### src/rtl/amba3_apb_slave_regfile.sv
// APB3 completer: REG_COUNT x DATA_SIZE register bank with per-register write strobes to the core.
// Latency: 2 cycles per transfer (setup + access); AMBA3_APB_SLAVE_WAIT_EN adds WAIT_CYCLES wait states.
// Backpressure: registered pready stalls the requester; dropping psel mid-transfer aborts it with no write.
module amba3_apb_slave_regfile #(
   parameter int ADDR_SIZE   = 32,
   parameter int DATA_SIZE   = 32,
   parameter int REG_COUNT   = 16,
   parameter int WAIT_CYCLES = 2
) (
   input  logic                           pclk,
   input  logic                           preset_n,
   input  logic [ADDR_SIZE-1:0]           paddr,
   input  logic                           psel,
   input  logic                           penable,
   input  logic                           pwrite,
   input  logic [DATA_SIZE-1:0]           pwdata,
   output logic                           pready,
   output logic [DATA_SIZE-1:0]           prdata,
   output logic [REG_COUNT*DATA_SIZE-1:0] reg_q,
   output logic [REG_COUNT-1:0]           wr_stb
);

   localparam int BYTE_BITS = $clog2(DATA_SIZE / 8);
   localparam int IDX_BITS  = $clog2(REG_COUNT);
   localparam int LOW_BITS  = BYTE_BITS + IDX_BITS;
   // Address bits above the register window; any of them set means out of range.
   localparam logic [ADDR_SIZE-1:0] HIGH_MASK =
      ~((ADDR_SIZE'(1) << LOW_BITS) - ADDR_SIZE'(1));

`ifdef AMBA3_APB_SLAVE_WAIT_EN
   typedef enum logic [1:0] {
      ST_IDLE   = 2'd0,
      ST_WAIT   = 2'd1,
      ST_ACCESS = 2'd2
   } state_t;
`else
   typedef enum logic [1:0] {
      ST_IDLE   = 2'd0,
      ST_ACCESS = 2'd2
   } state_t;
`endif

   state_t                 state;
   logic [DATA_SIZE-1:0]   regs [REG_COUNT];
   logic [IDX_BITS-1:0]    lat_idx;
   logic                   lat_hit;
   logic                   lat_write;
   logic [DATA_SIZE-1:0]   lat_wdata;
`ifdef AMBA3_APB_SLAVE_WAIT_EN
   logic [3:0]             cnt;
   logic [DATA_SIZE-1:0]   lat_rd;
`endif

   logic [IDX_BITS-1:0]    bus_idx;
   logic                   bus_hit;
   logic [DATA_SIZE-1:0]   bus_rd;

   // Decode the live bus address (used at setup) and read the selected register.
   always_comb begin
      bus_idx = paddr[BYTE_BITS +: IDX_BITS];
      bus_hit = ((paddr & HIGH_MASK) == '0);
      bus_rd  = bus_hit ? regs[bus_idx] : '0;
   end

`ifdef AMBA3_APB_SLAVE_WAIT_EN
   // Read data for the end of the wait period comes from the latched address.
   always_comb begin
      lat_rd = lat_hit ? regs[lat_idx] : '0;
   end
`endif

   // Transfer FSM: latches the setup phase, counts wait states, commits writes on completion.
   always_ff @(posedge pclk) begin
      if (!preset_n) begin
         state     <= ST_IDLE;
         pready    <= 1'b0;
         prdata    <= '0;
         wr_stb    <= '0;
         lat_idx   <= '0;
         lat_hit   <= 1'b0;
         lat_write <= 1'b0;
         lat_wdata <= '0;
`ifdef AMBA3_APB_SLAVE_WAIT_EN
         cnt       <= '0;
`endif
         for (int i = 0; i < REG_COUNT; i++) begin
            regs[i] <= '0;
         end
      end else begin
         wr_stb <= '0;
         case (state)
            ST_IDLE: begin
               if (psel && !penable) begin
                  lat_idx   <= bus_idx;
                  lat_hit   <= bus_hit;
                  lat_write <= pwrite;
                  lat_wdata <= pwdata;
`ifdef AMBA3_APB_SLAVE_WAIT_EN
                  if (WAIT_CYCLES == 0) begin
                     state  <= ST_ACCESS;
                     pready <= 1'b1;
                     prdata <= pwrite ? '0 : bus_rd;
                  end else begin
                     state  <= ST_WAIT;
                     cnt    <= 4'(WAIT_CYCLES);
                  end
`else
                  state  <= ST_ACCESS;
                  pready <= 1'b1;
                  prdata <= pwrite ? '0 : bus_rd;
`endif
               end
            end
`ifdef AMBA3_APB_SLAVE_WAIT_EN
            ST_WAIT: begin
               if (!psel) begin
                  state  <= ST_IDLE;
                  pready <= 1'b0;
                  prdata <= '0;
                  cnt    <= '0;
               end else if (cnt == 4'd1) begin
                  state  <= ST_ACCESS;
                  pready <= 1'b1;
                  prdata <= lat_write ? '0 : lat_rd;
                  cnt    <= '0;
               end else begin
                  cnt    <= cnt - 4'd1;
               end
            end
`endif
            ST_ACCESS: begin
               if (!psel) begin
                  state  <= ST_IDLE;
                  pready <= 1'b0;
                  prdata <= '0;
               end else if (penable && pready) begin
                  if (lat_write && lat_hit) begin
                     regs[lat_idx]   <= lat_wdata;
                     wr_stb[lat_idx] <= 1'b1;
                  end
                  state  <= ST_IDLE;
                  pready <= 1'b0;
                  prdata <= '0;
               end
            end
            default: begin
               state  <= ST_IDLE;
               pready <= 1'b0;
               prdata <= '0;
            end
         endcase
      end
   end

   // Flatten the register bank onto the export bus.
   for (genvar g = 0; g < REG_COUNT; g++) begin : g_regq
      assign reg_q[g*DATA_SIZE +: DATA_SIZE] = regs[g];
   end

endmodule

### config.mk
export PLATFORM = sky130hd
export DESIGN_NAME = amba3_apb_slave_regfile
export DESIGN_NICKNAME = d
export VERILOG_FILES = /design/src/rtl/amba3_apb_slave_regfile.sv
export SDC_FILE = /design/constraint.sdc
export NUM_CORES = 1
export LEC_CHECK = 0
export ABC_AREA = 1
export BUFFER_PORTS_ARGS = -buffer_cell sky130_fd_sc_hd__buf_4
export CORE_MARGIN = 4
export CORE_UTILIZATION = 35
export CTS_CLUSTER_SIZE = 40
export DETAILED_ROUTE_END_ITERATION = 10
export PLACE_DENSITY_LB_ADDON = 0.25
export SETUP_SLACK_MARGIN = 0.3
export SLEW_MARGIN = 20
export SYNTH_ARGS = -nofsm -noshare
export SYNTH_HDL_FRONTEND = slang
export SYNTH_SLANG_ARGS = --single-unit
### constraint.sdc
create_clock -name pclk -period 4.95 [get_ports pclk]
set_clock_uncertainty 0.15 [all_clocks]
set_input_delay 0.2475 -clock pclk [delete_from_list [all_inputs] [get_ports pclk]]
set_output_delay 0.2475 -clock pclk [all_outputs]
set_load 0.01 [all_outputs]
==> reports/metrics.yaml, run 1 <==
outcome: "complete, no violations"
ys_ff_latch: 599
die_area_um2: 77800
final_cell_mix: "658 x buf_4, 560 x nand2_1, 535 x nor2_1, 512 x edfxtp_1, 480 x nand3_1"
worstSkewPairLatency_ns: 0.60
finalSetupViolCount: 0
die_y_um: 279
yosys_warnings: 0
crit_type: "reg -> reg"
grt_pass1_wl_mm: 148
first_iter_violations: 2373
htreeDepth: 3
avgSynthCellArea_um2: 9.89
finalWeightedCongestion: 0.920
slew_violations: 0
cts_tree: "done"
grt_pass1_vias: 20659
routed_wirelength_mm: 105
clock-sinks: 599
core_region_area_um2: 72800
cpPeakStageDelay_ns: 0.77
p_per_area_nw_per_um2: 350
drive_above_1_share: 0.252
worstPathMaxFanout: 33
avgRoutedWirePerCell_um: 25.1
path_clk_slew_ns: 0.06
layout.nets: 3234
worstMarginPinSlew_ns: 1.13
crit_path_start_kind: "register"
grt.total_usage: 0.259
post-place-ws_ns: 1.68
seq_area_frac_synth: 0.667
syn_inst: 2596
crit_family: "simple AND/OR/NAND/NOR gates"
drtAntennaViolNets: 0
overflow: 0
num_vias: 22032
via_per_inst: 5.27
portBuffers: 627
vdd_drop_max_v: 0.000198
hp-class: "in -> reg"
power.leakage_uw: 0.0133
rows: 99
finalSetupTns_ns: 0
min_period_over_period: 0.639
synthSimpleGateAreaFrac: 0.264
syn_to_final_growth_pct: 30.7
rsz0062_at_grt: "no"
boundaryPins: 630
cp_cell_sequence: "inv_1 > nor3_2 > nand2_1 > nor2_8 > nand3_4 > nor2_2 > inv_2 > nand2_2"
root_buffer: "clkbuf_16"
dr.pass1.iters: 6
hold_viol: 0
synth_top_family_by_area: "simple AND/OR/NAND/NOR gates"
clock_path_buffers: 3
dieWidth_um: 279
synth_nets: 2665
muxShareOfSynthArea: 0
diodes: 0
cp.arrival_ns: 3.21
cp_num_buf_inv: 2
final_core_util: 0.461
synth_xor_xnor_area_share: 0
syn_area_um2: 25700
drc_errors: 0
start_util: 0.353
hpwlAfterDp_mm: 72.0
cts_inserted_buffers: 68
drv_cap: 0
max_freq_ghz: 0.316
cts_setup_buffers: 0
fin_ws_ns: 1.79
synth-adder-area-share: 0
slew-limit-headroom: 0.245
critPathCaptureType: "register"
period_needed_ns: 3.16
cp_slowest_cell: "nand2_2"
critical_path_required_ns: 5.00
antenna_found_initial: 1
grt_max_degree: 134
synth_compound_area_frac: 0.0207
num-fill-cells: 6952
ys_types: 22
final_common_cell: "buf_4"
## synthesized netlist by cell type
| master | n | share of area |
|---|---|---|
| nand3_1 | 485 | 0.095 |
| nand3_4 | 2 | 0.0014 |
| buf_2 | 59 | 0.011 |
| nor2_1 | 535 | 0.078 |
| dfxtp_1 | 87 | 0.068 |
| buf_4 | 3 | 0.00088 |
| inv_1 | 23 | 0.0034 |
| clkinv_1 | 32 | 0.0047 |
| clkbuf_1 | 117 | 0.017 |
| inv_2 | 11 | 0.0016 |
| nand4_1 | 1 | 0.00024 |
| nor2_4 | 4 | 0.0018 |
| a21oi_1 | 70 | 0.014 |
| buf_6 | 18 | 0.0079 |
| edfxtp_1 | 512 | 0.60 |
| or2_1 | 1 | 0.00024 |
| o21ai_0 | 36 | 0.0070 |
| buf_1 | 11 | 0.0016 |
| nor3_2 | 2 | 0.00078 |
| nor2_2 | 6 | 0.0015 |
| nand2_1 | 580 | 0.085 |
| nor2_8 | 1 | 0.00078 |
## worst paths after layout
path / end / start / slack, ns / depth (start not counted)
setup / recovery: regs[6][11]$_SDFFCE_PN0P_ / pready$_SDFFE_PN0P_ / 1.79 / 8
hold reg to reg: lat_write$_SDFFE_PN0P_ / lat_write$_SDFFE_PN0P_ / 0.31 / 2
setup reg to reg: regs[6][11]$_SDFFCE_PN0P_ / pready$_SDFFE_PN0P_ / 1.79 / 8
hold / removal: lat_hit$_SDFFE_PN0P_ / paddr[24] / 0.05 / 8
## cell type report
type,instances,area (um^2),share of cell area
Inverter,66,259,0.00772
Clock buffer,95,1910,0.0568
Tap cell,959,1200,0.0358
Timing Repair Buffer,707,5470,0.163
Multi-Input combinational cell,1723,7390,0.220
Clock inverter,30,214,0.00637
Sequential cell,599,17100,0.510
## cell families (layout without fill, tap and decap cells)
| family | count (synthesis) | count (layout) |
|---|---|---|
| AO/OA/AOI/OAI | 106 | 106 |
| buffers and inverters | 274 | 898 |
| AND/OR/NAND/NOR | 1617 | 1617 |
| flip-flops | 599 | 599 |
## per-layer routing
metal	GRT usage	vias up	wire length, um
met1	0.351	10696	43000
met2	0.412	1250	48500
met4	0.0781	0	3420
met3	0.0641	200	10100
met5	0	-	0
li1	-	9886	-
## flip-flops by register name (all words and copies together) (netlist names)
register / count
lat_hit: 1
lat_idx: 4
lat_wdata: 32
lat_write: 1
prdata: 32
pready: 1
regs: 512
wr_stb: 16
## worst reg2reg max path: stages, from the launching register on
cell	delay, ns
dfxtp_1	0.36
inv_1	0.09
nor3_2	0.18
nand2_1	0.26
nor2_8	0.29
nand3_4	0.17
nor2_2	0.16
inv_2	0.29
nand2_2	0.79
## report_power, final
part / switching [uW] / internal [uW]
clock network: 2090 / 2760
logic: 776 / 366
registers: 126 / 5630
total: 2990 / 8760
## through the flow
step	std cells	hold WS, ns	power [uW]	area (um^2)
2_1_floorplan	2596	0.241	6340	25700
3_3_place_gp	4010	0.301	6960	31000
3_5_place_dp	4010	0.304	6970	31000
4_1_cts	4179	0.0103	11800	33600
5_1_grt	4179	0.105	12100	33600
6_report	4179	0.0507	11700	33600
## what timing repair did
action | 4_1_cts | 5_1_grt
resized for setup | 0 | 0
hold buffers | 44 | 0
hold endpoints to repair | 34 | 0
(Power assumes the default switching activity.)
==> run 2: changes to the inputs <==
--- a/config.mk
+++ b/config.mk
@@ -5,7 +5,7 @@
 export SDC_FILE = /design/constraint.sdc
 export NUM_CORES = 1
 export LEC_CHECK = 0
-export ABC_AREA = 1
+export ABC_AREA = 0
 export BUFFER_PORTS_ARGS = -buffer_cell sky130_fd_sc_hd__buf_4
 export CORE_MARGIN = 4
 export CORE_UTILIZATION = 35
==> constraint.sdc (replaced) <==
create_clock -name pclk -period 2.61 [get_ports pclk]
set_clock_uncertainty 0.15 [all_clocks]
set_input_delay 0.1305 -clock pclk [delete_from_list [all_inputs] [get_ports pclk]]
set_output_delay 0.1305 -clock pclk [all_outputs]
set_load 0.01 [all_outputs]
==> run 2 against run 1 <==
  * Cell count decreased by 9.6%
  * Clock power increased by 110%
  * Via count decreased by 8.4%
  * Cell area increased by 9.0%
  * Sequential share of layout area decreased by 4.2 points
  * Global-route usage increased by 0.79 points
  * Area after synthesis increased by 6.0%
  * Register-to-register slack got worse by 1.4 ns
  * Power increased by 99%
  * Die area increased by 5.8%
  * First-iteration DRC count decreased by 5.8%
  * Setup slack got worse by 1.4 ns
==> reports/metrics.yaml, run 2 <==
final_cell_mix: "678 x buf_4, 513 x and2_1, 512 x edfxtp_1, 257 x mux2_2, 139 x nand2_1"
cts_inserted_buffers: 69  # +1.5%
reg_top3: "regs x512, lat_wdata x32, prdata x32"
worstSkewPairLatency_ns: 0.62  # +0.02 ns
fin_ws_ns: 0.391  # -1.40 ns
worstMarginPinSlew_ns: 1.08  # -0.0490 ns
cp.arrival_ns: 2.59  # -0.62 ns
critPathCaptureType: "register"
syn_inst: 2003  # -23%
use_met3: 0.0657  # +0.00153
hold_depth: 5  # -3
ys_ff_latch: 599  # unchanged
first_iter_violations: 2235  # -5.8%
met1_usage: 0.338  # -0.0126
hpwlAfterDp_mm: 77.1  # +7.2%
largest_register_ffs: 512  # unchanged
holdWs_ns: 0.0442  # -0.00648 ns
htreeDepth: 3  # unchanged
synth_top_area_frac: 0.565  # -0.0339
finalSetupTns_ns: 0  # unchanged
reg2reg_to: "regs[15][12]$_SDFFCE_PN0P_"
path_clk_slew_ns: 0.06  # about the same
routed_wirelength_mm: 114  # +8.3%
min_period_over_period: 0.850
syn_area_um2: 27200  # +6.0%
outcome: "complete, no violations"
hp-class: "in -> reg"
final_common_cell: "buf_4"
synth_area_leader_cell: "edfxtp_1"
layout.nets: 2741  # -15%
power.leakage_uw: 0.0148  # +11%
root_buffer: "clkbuf_16"
totalPowerFinal_uw: 23300  # +99%
rsz0062_at_grt: "yes"
dieWidth_um: 287  # +2.9%
syn_to_final_growth_pct: 34.5
via_per_inst: 5.34  # +1.4%
grt.total_usage: 0.266  # +0.00794
drc_errors: 0  # unchanged
clock_path_buffers: 3  # unchanged
grt_max_degree: 65  # -51%
async_reset_ff_frac: 0  # unchanged
p_per_area_nw_per_um2: 637  # +82%
r2r-start: "lat_idx[0]$_SDFFE_PN0P_"
synthTopCellsByArea: "edfxtp_1 56%, and2_1 12%, mux2_2 11%"
min_from: "penable"
yosys_warnings: 0  # unchanged
post-place-ws_ns: 0.188  # -1.49 ns
die_y_um: 287  # +2.9%
final_core_util: 0.474  # +0.0132
synth.most_common_cell: "and2_1"
ys.flop_type: "edfxtp_1"
num_vias: 20189  # -8.4%
worstPathMaxFanout: 2  # -94%
crit_path_start_kind: "input pin"
core_region_area_um2: 77200  # +6.0%
overflow: 0  # unchanged
seq_area_frac_synth: 0.629  # -0.0378
avgSynthCellArea_um2: 13.6  # +37%
drv_cap: 0  # unchanged
cp_common_cell: "dlygate4sd3_1"
regArea_um2: 17100  # about the same
portBuffers: 627  # unchanged
hold_path_end: "lat_wdata[0]$_SDFFE_PN0P_"
ys_types: 39  # +77%
slew_violations: 0  # unchanged
drtAntennaViolNets: 0  # unchanged
boundaryPins: 630  # unchanged
rows: 102  # +3.0%
grt_pass1_vias: 20477  # -0.88%
hold_viol: 0  # unchanged
num-fill-cells: 6806  # -2.1%
period_needed_ns: 2.22
reg2reg_slack_ns: 0.40  # -1.39 ns
worst-r2r-cell-count: 4  # -4
avgRoutedWirePerCell_um: 30.1  # +20%
drive_above_1_share: 0.415  # +0.163
cp_slowest_cell: "dlygate4sd3_1"
multi_input_area_um2: 9270  # +25%
crit_family: "buffers and inverters"
cp_cell_sequence: "dlygate4sd3_1 > buf_4 > nor4_1 > dlygate4sd3_1 > and4_1 > dlygate4sd3_1 > a32oi_1 > nor2_1"
synth_common_cells: "514 x and2_1, 512 x edfxtp_1, 257 x mux2_2, 139 x nand2_1, 101 x clkbuf_1"
slew-limit-headroom: 0.278  # +0.0326
finalWeightedCongestion: 0.914  # -0.58%
regMostFlops: "regs"
cp_num_buf_inv: 4  # +2
crit_type: "in -> reg"
clock-sinks: 599  # unchanged
cpPeakStageDelay_ns: 0.58  # -0.19 ns
antenna_found_initial: 7  # +6
start_util: 0.353  # about the same
synth_edf_count: 512  # unchanged
synth_nets: 2072  # -22%
finalSetupViolCount: 0  # unchanged
dr.pass1.iters: 6  # unchanged
vdd_drop_max_v: 0.000410  # +110%
die_area_um2: 82300  # +5.8%
max_freq_ghz: 0.451
met2_usage: 0.440  # +0.0276
critical_path_required_ns: 2.98  # -2.02 ns
grt_most_used_layer: "met2"
cts_tree: "done"
grt_pass1_wl_mm: 156  # +5.4%
-- run 2: cell types whose count changed in the layout (fill, tap and decap cells not counted), sizes merged, moves of 33 or more --
| cell | delta |
|---|---|
| nand3 | -487 |
| nand2 | -440 |
| a222oi | +64 |
| mux2 | +257 |
| o21ai | -36 |
| and2 | +515 |
| nor2 | -540 |
| buf | +60 |
| clkinv | -33 |
-- run 2: how the worst max path moves through the flow --
| stage | cells past startpoint | slack (ns) | end | from |
|---|---|---|---|---|
| floorplan | 5 | 0.30 | regs[3][0]$_SDFFCE_PN0P_ | pready$_SDFFE_PN0P_ |
| global placement | 6 | 0.31 | regs[9][31]$_SDFFCE_PN0P_ | pready$_SDFFE_PN0P_ |
| detailed placement | 7 | 0.19 | prdata[17]$_SDFFE_PN0P_ | paddr[3] |
| CTS | 6 | 0.29 | regs[9][31]$_SDFFCE_PN0P_ | pready$_SDFFE_PN0P_ |
| global route | 8 | 0.29 | lat_hit$_SDFFE_PN0P_ | paddr[30] |
| finish | 8 | 0.39 | lat_hit$_SDFFE_PN0P_ | paddr[30] |
-- run 2: repair_timing --
| action | in CTS | in global routing |
|---|---|---|
| endpoints found under the hold margin | 41 | 0 |
| buffers inserted | 0 | 1 |
| hold buffers | 47 | 0 |
| endpoints found under the setup margin | 32 | 374 |
| pin swaps | 0 | 1 |
| gates resized for setup | 2 | 8 |
-- run 2: logic make-up (layout without fill, tap and decap cells) --
logic type             after synthesis  after routing  synth area share
AO/OA/AOI/OAI                      230            230            0.0704
buffers and inverters              203            928            0.0347
flip-flops                         599            599             0.629
multiplexers                       258            258             0.107
other                                0             10                 0
AND/OR/NAND/NOR                    713            713             0.159
-- run 2: tightest hold or removal path, cell delays in order --
cell and delay [ns]:
buf_4 0.11, nor3b_2 0.05, buf_4 0.26, nand2_1 0.14, a21oi_1 0.05
-- run 2: power by group --
group          internal (uW)  leakage, uW  switching [uW]  total (uW)
Combinational            965      0.00764            1180        2150
Sequential             10700      0.00600             341       11000
Clock                   6060      0.00115            4120       10200
-- run 2: metal layers --
metal,up-vias,part of all wire,routed length (um)
met5,-,0.000070,8
met4,2,0.040,4520
met3,218,0.086,9830
met2,1098,0.48,54600
met1,10186,0.39,44700
li1,8685,-,-
-- run 2: final cells by class --
class,instances,share of cell area
Timing Repair Buffer,768,0.174
Inverter,33,0.00338
Multi-Input combinational cell,1201,0.253
Clock buffer,84,0.0501
Clock inverter,43,0.0150
Sequential cell,599,0.468
Antenna cell,10,0.000684
Tap cell,1040,0.0356
-- run 2: metrics by stage --
step | cells | area (um^2)
CTS | 3768 | 36600
global placement | 3594 | 33700
floorplan | 2003 | 27300
global route | 3768 | 36600
detailed placement | 3594 | 33700
finish | 3778 | 36600
